`config.mk`:
```
export PLATFORM = sky130hd
export DESIGN_NAME = posit_data_encode
export DESIGN_NICKNAME = d
export VERILOG_FILES = /design/src/rtl/posit_data_encode.sv
export SDC_FILE = /design/constraint.sdc
export NUM_CORES = 1
export LEC_CHECK = 0
export BUFFER_PORTS_ARGS = -buffer_cell sky130_fd_sc_hd__buf_2
export CELL_PAD_IN_SITES_DETAIL_PLACEMENT = 2
export CELL_PAD_IN_SITES_GLOBAL_PLACEMENT = 2
export CORE_ASPECT_RATIO = 1.25
export CORE_MARGIN = 4
export CORE_UTILIZATION = 32
export DETAILED_ROUTE_END_ITERATION = 7
export GPL_TIMING_DRIVEN = 0
export HOLD_SLACK_MARGIN = 0.06
export PLACE_DENSITY = 0.8
export SYNTH_ARGS = -nofsm -noshare
export SYNTH_HDL_FRONTEND = slang
export SYNTH_SLANG_ARGS = --single-unit
export TNS_END_PERCENT = 30
```
`constraint.sdc`:
```
create_clock -name clk -period 2.5 [get_ports clk]
set_input_delay 0.125 -clock clk [delete_from_list [all_inputs] [get_ports clk]]
set_output_delay 0.125 -clock clk [all_outputs]
set_load 0.005 [all_outputs]
```
`src/rtl/posit_data_encode.sv`:
```
// posit_data_encode: 3-stage packer of unpacked posit fields into an N-bit posit word, rounding to nearest even and saturating.
// Define POSIT_ENCODE_STICKY_EN to add a sticky_i input that is OR'd into the rounding sticky bit.
module posit_data_encode #(
  parameter int POSIT_WIDTH    = 8,
  parameter int POSIT_ES       = 0,
  parameter int SCALE_WIDTH    = $clog2(POSIT_WIDTH - 1) + 1 + POSIT_ES,
  parameter int FRACTION_WIDTH = POSIT_WIDTH - 3 - POSIT_ES
) (
  input  logic                      clk,
  input  logic                      rst,
  input  logic                      valid_i,
  output logic                      ready_o,
  input  logic                      sign_i,
  input  logic                      inf_i,
  input  logic                      zero_i,
  input  logic [SCALE_WIDTH-1:0]    scale_i,
  input  logic [FRACTION_WIDTH-1:0] fraction_i,
`ifdef POSIT_ENCODE_STICKY_EN
  input  logic                      sticky_i,
`endif
  output logic                      valid_o,
  input  logic                      ready_i,
  output logic [POSIT_WIDTH-1:0]    posit_word_o
);
  localparam int N  = POSIT_WIDTH;
  localparam int ES = POSIT_ES;
  localparam int SW = SCALE_WIDTH;
  localparam int EF = POSIT_ES + FRACTION_WIDTH;
  localparam int T  = N + EF + 2;
  localparam logic signed [SW:0] MAX_SCALE = (SW + 1)'((N - 2) << ES);
  localparam logic [N-2:0] MAXPOS = '1;
  localparam logic [N-2:0] MINPOS = (N - 1)'(1);
  logic en, sticky_in;
  assign en = ~valid_o | ready_i;
  assign ready_o = en;
`ifdef POSIT_ENCODE_STICKY_EN
  assign sticky_in = sticky_i;
`else
  assign sticky_in = 1'b0;
`endif
  logic v1_q, sign1_q, inf1_q, zero1_q, smax1_q, smin1_q, st1_q;
  logic signed [SW-1:0] k1_q, k1_d;
  logic [EF-1:0] ef1_q, ef1_d;
  logic signed [SW:0] scale_x;
  logic smax1_d, smin1_d;
  always_comb begin
    scale_x = {scale_i[SW-1], scale_i};
    k1_d = $signed(scale_i) >>> ES;
    ef1_d = EF'({scale_i, fraction_i});
    smax1_d = scale_x > MAX_SCALE;
    smin1_d = scale_x < -MAX_SCALE;
  end
  logic v2_q, sign2_q, inf2_q, zero2_q;
  logic [N-2:0] mag2_q, mag2_d;
  logic [SW:0] sh;
  logic [T-1:0] base, fld;
  logic [N-1:0] rnd;
  logic k_neg, guard, sticky;
  // The regime terminator leads the field; shifting right by the run length fills in the run itself.
  always_comb begin
    k_neg = k1_q[SW-1];
    sh = k_neg ? -{k1_q[SW-1], k1_q} : {k1_q[SW-1], k1_q} + (SW + 1)'(1);
    base = {k_neg, ef1_q, {(T - 1 - EF){1'b0}}};
    fld = (base >> sh) | (k_neg ? '0 : ~({T{1'b1}} >> sh));
    guard = fld[T-N];
    sticky = (|fld[T-N-1:0]) | st1_q;
    rnd = {1'b0, fld[T-1 -: N-1]} + N'(guard & (fld[T-N+1] | sticky));
    mag2_d = (smax1_q | rnd[N-1]) ? MAXPOS : (smin1_q | ~|rnd) ? MINPOS : rnd[N-2:0];
  end
  logic [N-1:0] word_d;
  always_comb begin
    word_d = inf2_q ? {1'b1, {(N - 1){1'b0}}} : zero2_q ? '0 : sign2_q ? -{1'b0, mag2_q} : {1'b0, mag2_q};
  end
  always_ff @(posedge clk or posedge rst) begin
    if (rst) begin
      v1_q <= 1'b0;
      sign1_q <= 1'b0;
      inf1_q <= 1'b0;
      zero1_q <= 1'b0;
      smax1_q <= 1'b0;
      smin1_q <= 1'b0;
      st1_q <= 1'b0;
      k1_q <= '0;
      ef1_q <= '0;
      v2_q <= 1'b0;
      sign2_q <= 1'b0;
      inf2_q <= 1'b0;
      zero2_q <= 1'b0;
      mag2_q <= '0;
      valid_o <= 1'b0;
      posit_word_o <= '0;
    end else if (en) begin
      v1_q <= valid_i;
      sign1_q <= sign_i;
      inf1_q <= inf_i;
      zero1_q <= zero_i;
      smax1_q <= smax1_d;
      smin1_q <= smin1_d;
      st1_q <= sticky_in;
      k1_q <= k1_d;
      ef1_q <= ef1_d;
      v2_q <= v1_q;
      sign2_q <= sign1_q;
      inf2_q <= inf1_q;
      zero2_q <= zero1_q;
      mag2_q <= mag2_d;
      valid_o <= v2_q;
      posit_word_o <= word_d;
    end
  end
endmodule

```
# Word-level counts from Yosys, hierarchy flattened
# Index checks and enable logic that the tools add are counted.
# totals
reg_bits	35
mem_bits_ro	0
memories	0
latch_bits	0
ramBits	0
word_cells	41
# classes
reduce_logical	3
multipliers	0
bitwise_logic	8
add_sub_neg	4
n_shift	2
mux	7
order_cmp	2
eq_ne	0
div	0
# op_table
cell	count
8-bit two-way mux	3
15-bit two-way mux	1
15-bit NOT	1
15-bit bitwise OR	1
15-bit by 5-bit right shift with 15-bit output	1
15-bit by 5-bit right shift with 15-bit output (first input constant)	1
7-bit two-way mux	2
7-bit by 1-bit adder with 8-bit output	1
7-bit negation with 8-bit output	1
8-bit OR reduction	1
7-bit OR reduction	1
4-bit by 2-bit adder with 5-bit output (second input constant)	1
5-bit two-way mux	1
5-bit negation	1
4-bit greater-than comparator (second input constant)	1
4-bit less-than comparator (second input constant)	1
1-bit bitwise OR	4
1-bit bitwise AND	1
1-bit zero test	1
1-bit NOT	1

# Longest topological paths before layout
# Gate-level depths: netlist (run 1).
# depth
word_depth	15
ltp_mapped	13
mapped_depth_nobuf	12

# Worst setup path after synthesis (run 1)
# OpenSTA, ideal clock, no wires.
# synth_path
kind	reg2reg
startpoint	register k1_q[0]
endpoint	register mag2_q[0]
path_slack_ns	-0.221
stages_incl_launch_ff	11
arrival_time_ns	2.580
synth_period_minus_slack_ns	2.721
required_time_ns	2.359
cell_sequence	dfrtp_1 inv_1 ha_1 buf_2 mux2_2 mux2_2 o31ai_2 nand4b_4 o41ai_4 a2111oi_1 o22ai_1
# synth_via
elab_chain_len	15
elab_cells_between_ends	18
cone_classes	3 x add/sub; 2 x shift; 4 x mux; 6 x bitwise; 3 x reduce/logical
# synth_rtl
item	line_no	text
start: declaration	42	logic signed [SW-1:0] k1_q, k1_d;
start signal: assignment	100	k1_q <= k1_d;
5-bit negation or 4-bit by 2-bit adder with 5-bit output (tied branches)	62	sh = k_neg ? -{k1_q[SW-1], k1_q} : {k1_q[SW-1], k1_q} + (SW + 1)'(1);
5-bit two-way mux (*)	62	
15-bit by 5-bit right shift with 15-bit output	64	fld = (base >> sh) | (k_neg ? '0 : ~({T{1'b1}} >> sh));
15-bit NOT	64	
15-bit two-way mux	64	
15-bit bitwise OR (*)	64	
7-bit OR reduction	66	sticky = (|fld[T-N-1:0]) | st1_q;
1-bit bitwise OR	67	rnd = {1'b0, fld[T-1 -: N-1]} + N'(guard & (fld[T-N+1] | sticky));
1-bit bitwise AND	67	
7-bit by 1-bit adder with 8-bit output (*)	67	
8-bit OR reduction	68	mag2_d = (smax1_q | rnd[N-1]) ? MAXPOS : (smin1_q | ~|rnd) ? MINPOS : rnd[N-2:0];
1-bit zero test	68	
1-bit bitwise OR	68	
7-bit two-way mux	68	
7-bit two-way mux (*)	68	
end signal: assignment	106	mag2_q <= mag2_d;
end: declaration	54	logic [N-2:0] mag2_q, mag2_d;
# Every way passes the cells marked *; elsewhere a longest branch is shown, timed or not.
# A chain may end at the register's enable or synchronous reset.

# Final worst setup path (run 1)
# Same ends and word-level chain as after synthesis.

==> results.sh, run 1 <==
export IMPL_hold_depth=3
export IMPL_synthAdderAreaFrac_pct=2.72
export IMPL_synth_top_family_by_area="simple AND/OR/NAND/NOR gates"
export IMPL_synth_common_cells="nand2_1 (62), dfrtp_1 (35), o21ai_0 (20), nor2_1 (16), a21oi_1 (13)"
export IMPL_setup_slack_ns=-0.282
export IMPL_htree_levels=2
export IMPL_fmax_ghz=0.359
export IMPL_drt_iter0_markers=60
export IMPL_async_reset_ff_share_pct=100
export IMPL_finalSetupViolations=7
export IMPL_period_needed_ns=2.78
export IMPL_grt_pass1_vias=2418
export IMPL_cts_tree="yes"
export IMPL_syn_cell_area_um2=2300
export IMPL_port_buffers=25
export IMPL_drv_cap=0
export IMPL_reg2reg_depth=11
export IMPL_yosysMostFrequentCell="nand2_1"
export IMPL_routed_wl_mm=9.11
export IMPL_worst_pin_slew_ns=0.890
export IMPL_synth_top_area_share_pct=38.1
export IMPL_failed_checks="setup timing"
export IMPL_io_pins=26
export IMPL_worstSkewPairLatency_ns=0.30
export IMPL_final_area_um2=3150
export IMPL_hold_violations=0
export IMPL_clockRootBuffer="clkbuf_8"
export IMPL_dp_cells=377
export IMPL_synthCells=261
export IMPL_ys_seq_elements=35
export IMPL_grt_pass1_wl_mm=12.2
export IMPL_layout_nets=343
export IMPL_leakagePower_uw=0.00136
export IMPL_synthSimpleGateAreaFrac_pct=23.1
export IMPL_rsz0062_at_grt="true"
export IMPL_worstPathArrival_ns=2.99
export IMPL_wl_per_cell_um=22.0
export IMPL_clk_pin_slew_ns=0.08
export IMPL_synthMuxAreaShare_pct=4.30
export IMPL_vias_per_cell=5.47
export IMPL_drive_above_1_share_pct=33.1
export IMPL_synth_main_ff_cell="dfrtp_1"
export IMPL_peakVddDrop_uv=542
export IMPL_rows=34
export IMPL_fin_crit_sh_pct=111
export IMPL_dp_hpwl_mm=5.36
export IMPL_yosys_area_share_xor_xnor_pct=4.19
export IMPL_grt_max_degree=22
export IMPL_synth_area_per_cell_um2=8.81
export IMPL_gp_congestion=0.925
export IMPL_clock_sinks=35
export IMPL_cts_max_path_buffers=2
export IMPL_ant_nets=0
export IMPL_synth_distinct_cells=56
export IMPL_grt_overflow=0
export IMPL_critPathMaxFanout=4
export IMPL_yosysTopAreaCell="dfrtp_1"
export IMPL_critical_path_class="flip-flop to flip-flop"
export IMPL_clock_skew_ns=0.0102
export IMPL_critPathLaunchType="flip-flop"
export IMPL_syn_num_nets=282
export IMPL_drv_slew=0
export IMPL_grt_util_all_layers_pct=18.2
export IMPL_dieArea_um2=8620
export IMPL_drc=0
export IMPL_start_util_pct=33.0
export IMPL_worstPathRequired_ns=2.70
export IMPL_yosysSeqAreaShare_pct=38.1
export IMPL_cts_made_buffers=5
export IMPL_synthToLayoutAreaGrowth_pct=36.8
export IMPL_endpoint_kind="flip-flop"
export IMPL_p_per_area_nw_per_um2=1270
export IMPL_die_w_um=83.8
export IMPL_antenna_found_initial=0
export IMPL_hold_path_class="input port to flip-flop"
export IMPL_slew_headroom_pct=40.6
export IMPL_instances_no_fill=414
export IMPL_vias=2265
export IMPL_synth_compound_area_share_pct=21.9
export IMPL_status="finished, violations left"
export IMPL_die_h_um=103
export IMPL_place_area_um2=2640
export IMPL_dp_slack_ns=-0.545
export IMPL_ys_warn_count=0
export IMPL_core_um2=6980
export IMPL_ys_top_cells_by_area="dfrtp_1 (38%), nand2_1 (10%), o21ai_0 (4.4%)"
export IMPL_synth_edf_count=0
export IMPL_drtPass1Iterations=4
layer usage:
layer | GRT usage (%) | part of all wire, % | vias to the layer above
li1 | - | - | 1036
met1 | 19.3 | 36 | 1155
met2 | 36.1 | 57 | 49
met3 | 3.92 | 2.4 | 25
met4 | 5.57 | 3.8 | 0
met5 | 0 | 0 | -
final cells by class:
| class | count | area (um^2) |
|---|---|---|
| diodes | 1 | 2.50 |
| plain buffers | 14 | 96.3 |
| clock buffers | 7 | 76.3 |
| clock inverters | 1 | 5.00 |
| fillers | 777 | 3830 |
| inverters | 12 | 47.5 |
| multi-input cells | 199 | 1520 |
| flip-flops and latches | 35 | 878 |
| well taps | 90 | 113 |
| repair buffers | 55 | 404 |
through the flow:
step	hold slack [ns]	TNS (ns)	utilization [%]	power [uW]
CTS	0.0685	-1.22	42.7	3640
global route	0.0875	-2.30	45.1	4270
detailed placement	0.331	-3.64	37.8	2960
finish	0.0547	-1.56	45.1	3990
floorplan	0.237	-0.343	-	2430
global placement	0.319	-2.94	37.4	2830
where the power goes:
group / internal (uW) / switching, uW / leakage, uW / total (uW)
Sequential: 759 / 172 / 0.000424 / 931
Clock: 196 / 218 / 0.0000422 / 414
Combinational: 1200 / 1450 / 0.000894 / 2640
state kept, by name, indices dropped and copies added (netlist names), 4 cells and up:
name          cells
ef1_q             5
posit_word_o      8
k1_q              4
mag2_q            7
logic make-up (layout without fill, tap and decap cells):
logic type,after synthesis,after routing
other,0,1
muxes,8,8
adders and majority gates,5,5
DFF,35,35
buffers and inverters,27,89
and+or+nand+nor,111,111
AOI/OAI and AO/OA,64,64
xor gates and xnor gates,11,11
worst paths after layout:
kind | start | end | slack (ns)
max | k1_q[0]$_DFFE_PP0P_ | mag2_q[0]$_DFFE_PP0P_ | -0.28
min | fraction_i[1] | ef1_q[1]$_DFFE_PP0P_ | 0.05
min reg2reg | sign1_q$_DFFE_PP0P_ | sign1_q$_DFFE_PP0P_ | 0.47
max in group asynchronous | rst | k1_q[1]$_DFFE_PP0P_ | 1.36
max reg2reg | k1_q[0]$_DFFE_PP0P_ | mag2_q[0]$_DFFE_PP0P_ | -0.28
min in group asynchronous | rst | posit_word_o[7]$_DFFE_PP0P_ | 0.56
placed cells by master (no fill, tap or decap), drive strengths merged, types with 6 or more instances in the layout:
| master | count |
|---|---|
| a21oi | 13 |
| buf | 50 |
| clkbuf | 16 |
| dfrtp | 35 |
| dlygate4sd3 | 9 |
| inv | 12 |
| nand2 | 62 |
| nor2 | 16 |
| o21ai | 20 |
| xnor2 | 6 |
worst max-delay path, cell delays in order, from the launching register on:
cell     delay (ns)
dfrtp_2        0.43
buf_6          0.14
ha_4           0.17
nor2_2         0.06
or3_4          0.42
and2_4         0.21
o32a_4         0.39
nor2b_4        0.15
ha_4           0.22
nor2_1         0.12
nand4_1        0.14
o22ai_1        0.23
timing repair:
item                                    4_1_cts  5_1_grt
pin swaps                                     8       17
buffers inserted                             13        7
endpoints found under the setup margin        7        7
resized for setup                            20       20
hold buffers                                  9        0
hold endpoints to repair                     28        0
Note: power is estimated with default switching activity, not from simulation.
==> run 2, diff against run 1 <==
--- a/config.mk
+++ b/config.mk
@@ -15,6 +15,7 @@
 export GPL_TIMING_DRIVEN = 0
 export HOLD_SLACK_MARGIN = 0.06
 export PLACE_DENSITY = 0.8
+export SKIP_CTS_REPAIR_TIMING = 1
 export SYNTH_ARGS = -nofsm -noshare
 export SYNTH_HDL_FRONTEND = slang
 export SYNTH_SLANG_ARGS = --single-unit
==> run 2 against run 1 <==
Compared with the run above:
- the run still ends with setup timing left
- sequential share of layout area grew 2.2 points
- highest routed layer unchanged
- routed wire length is 23% lower
- total power down 11%
- clock power shrank 5.3%
==> results.sh, run 2 (synthesis gave the netlist of run 1 again) <==
export IMPL_status="finished, violations left"
export IMPL_failed_checks="setup timing"
export IMPL_drv_cap=0
export IMPL_drv_slew=0
export IMPL_critPathLaunchType="flip-flop"
export IMPL_drc=0
export IMPL_top_regs="posit_word_o (8), mag2_q (7), ef1_q (5)"
export IMPL_hold_ws_ns=0.0160
export IMPL_drt_iter0_markers=59
export IMPL_gp_congestion=0.925
export IMPL_cts_tree="yes"
export IMPL_grt_util_all_layers_pct=16.3
export IMPL_final_common_cell="nand2_1"
export IMPL_wl_met1_mm=2.64
export IMPL_dieArea_um2=8620
export IMPL_cts_max_path_buffers=2
export IMPL_worstPathRequired_ns=2.65
export IMPL_clockRootBuffer="clkbuf_8"
export IMPL_clk_pin_slew_ns=0.07
export IMPL_io_pins=26
export IMPL_vias_per_cell=5.31
export IMPL_start_util_pct=33.0
export IMPL_diodes=0
export IMPL_hold_violations=0
export IMPL_layout_nets=328
export IMPL_ant_nets=0
export IMPL_finalSetupViolations=7
export IMPL_routed_wl_mm=6.98
export IMPL_grt_max_degree=22
export IMPL_drtPass1Iterations=5
export IMPL_maxUsedRoutingLayer="met4"
export IMPL_largest_reg_flops=8
export IMPL_worstPathArrival_ns=2.98
export IMPL_endpoint_kind="flip-flop"
export IMPL_drive_above_1_share_pct=27.9
export IMPL_setup_slack_ns=-0.332
export IMPL_htree_levels=2
export IMPL_peakVddDrop_uv=395
export IMPL_port_buffers=25
export IMPL_grt_pass1_wl_mm=11.1
export IMPL_period_needed_ns=2.83
export IMPL_clock_sinks=35
export IMPL_p_per_area_nw_per_um2=1220
export IMPL_leakagePower_uw=0.00127
export IMPL_die_h_um=103
export IMPL_dp_hpwl_mm=5.36
export IMPL_dr_wl_met3_um=184
export IMPL_antenna_found_initial=0
export IMPL_die_w_um=83.8
export IMPL_rsz0062_at_grt="true"
export IMPL_finalPower_uw=3570
export IMPL_grt_pass1_vias=2216
export IMPL_vias=2115
export IMPL_final_cell_mix="nand2_1 (62), dfrtp_1 (33), buf_2 (28)"
export IMPL_critical_path_class="flip-flop to flip-flop"
export IMPL_dr_wl_met2_mm=4.03
export IMPL_core_um2=6980
export IMPL_rows=34
export IMPL_fin_crit_sh_pct=113
export IMPL_fill_cells=793
export IMPL_hold_path_class="input port to asynchronous set/reset pin"
export IMPL_worstSkewPairLatency_ns=0.29
export IMPL_clock_skew_ns=0.00450
export IMPL_worst_pin_slew_ns=0.884
export IMPL_multi_input_area_um2=1440
export IMPL_synthToLayoutAreaGrowth_pct=26.9
export IMPL_slew_headroom_pct=41.0
export IMPL_cts_made_buffers=5
export IMPL_regArea_um2=878
export IMPL_wl_per_cell_um=17.5
export IMPL_grt_overflow=0
export IMPL_fmax_ghz=0.353
export IMPL_regMostFlops="posit_word_o"
export IMPL_critPathMaxFanout=8
run 2: final cells by class:
cell class,instances,share of cell area [%]
well taps,90,3.86
repair buffers,39,9.13
clock inverters,1,0.171
plain buffers,15,3.34
flip-flops and latches,35,30.1
inverters,12,1.54
clock buffers,7,2.61
multi-input cells,199,49.2
run 2: stage by stage:
stage          area (um^2)  utilization (%)  setup slack [ns]  TNS (ns)  cells
2_1_floorplan         2370                -           -0.0597    -0.343    261
3_3_place_gp          2610             37.4            -0.444     -2.94    376
3_5_place_dp          2640             37.8            -0.545     -3.64    377
4_1_cts               2720             38.9            -0.588     -3.94    385
5_1_grt               2920             41.8            -0.432     -2.48    398
6_report              2920             41.8            -0.332     -1.68    398
run 2: power by group:
| part | internal [uW] | switching, uW | leakage [uW] |
|---|---|---|---|
| Clock | 195 | 197 | 0.0000422 |
| Combinational | 1020 | 1240 | 0.000807 |
| Sequential | 760 | 159 | 0.000424 |
run 2: final timing paths:
kind,end,start,slack (ns),depth (start not counted)
max,mag2_q[0]$_DFFE_PP0P_,k1_q[1]$_DFFE_PP0P_,-0.33,11
min,posit_word_o[7]$_DFFE_PP0P_,rst,0.02,2
max reg2reg,mag2_q[0]$_DFFE_PP0P_,k1_q[1]$_DFFE_PP0P_,-0.33,11
min reg2reg,sign1_q$_DFFE_PP0P_,sign1_q$_DFFE_PP0P_,0.48,2
max in group asynchronous,k1_q[0]$_DFFE_PP0P_,rst,1.90,3
min in group clk,v1_q$_DFFE_PP0P_,valid_i,0.04,3
run 2: critical path, stage by stage (launching register included):
cell and delay [ns]:
dfrtp_2 0.42, inv_2 0.07, ha_4 0.26, buf_6 0.12
mux2_2 0.35, mux2_4 0.32, o31ai_4 0.23, nand4b_4 0.20
o41ai_4 0.09, buf_6 0.16, a2111oi_4 0.35, o22ai_1 0.12
run 2: metal layers:
| metal | vias to the layer above | global-route usage, % |
|---|---|---|
| met5 | - | 0 |
| met4 | 0 | 5.07 |
| met3 | 12 | 2.40 |
| met2 | 37 | 32.3 |
| met1 | 1061 | 17.9 |
| li1 | 1005 | - |
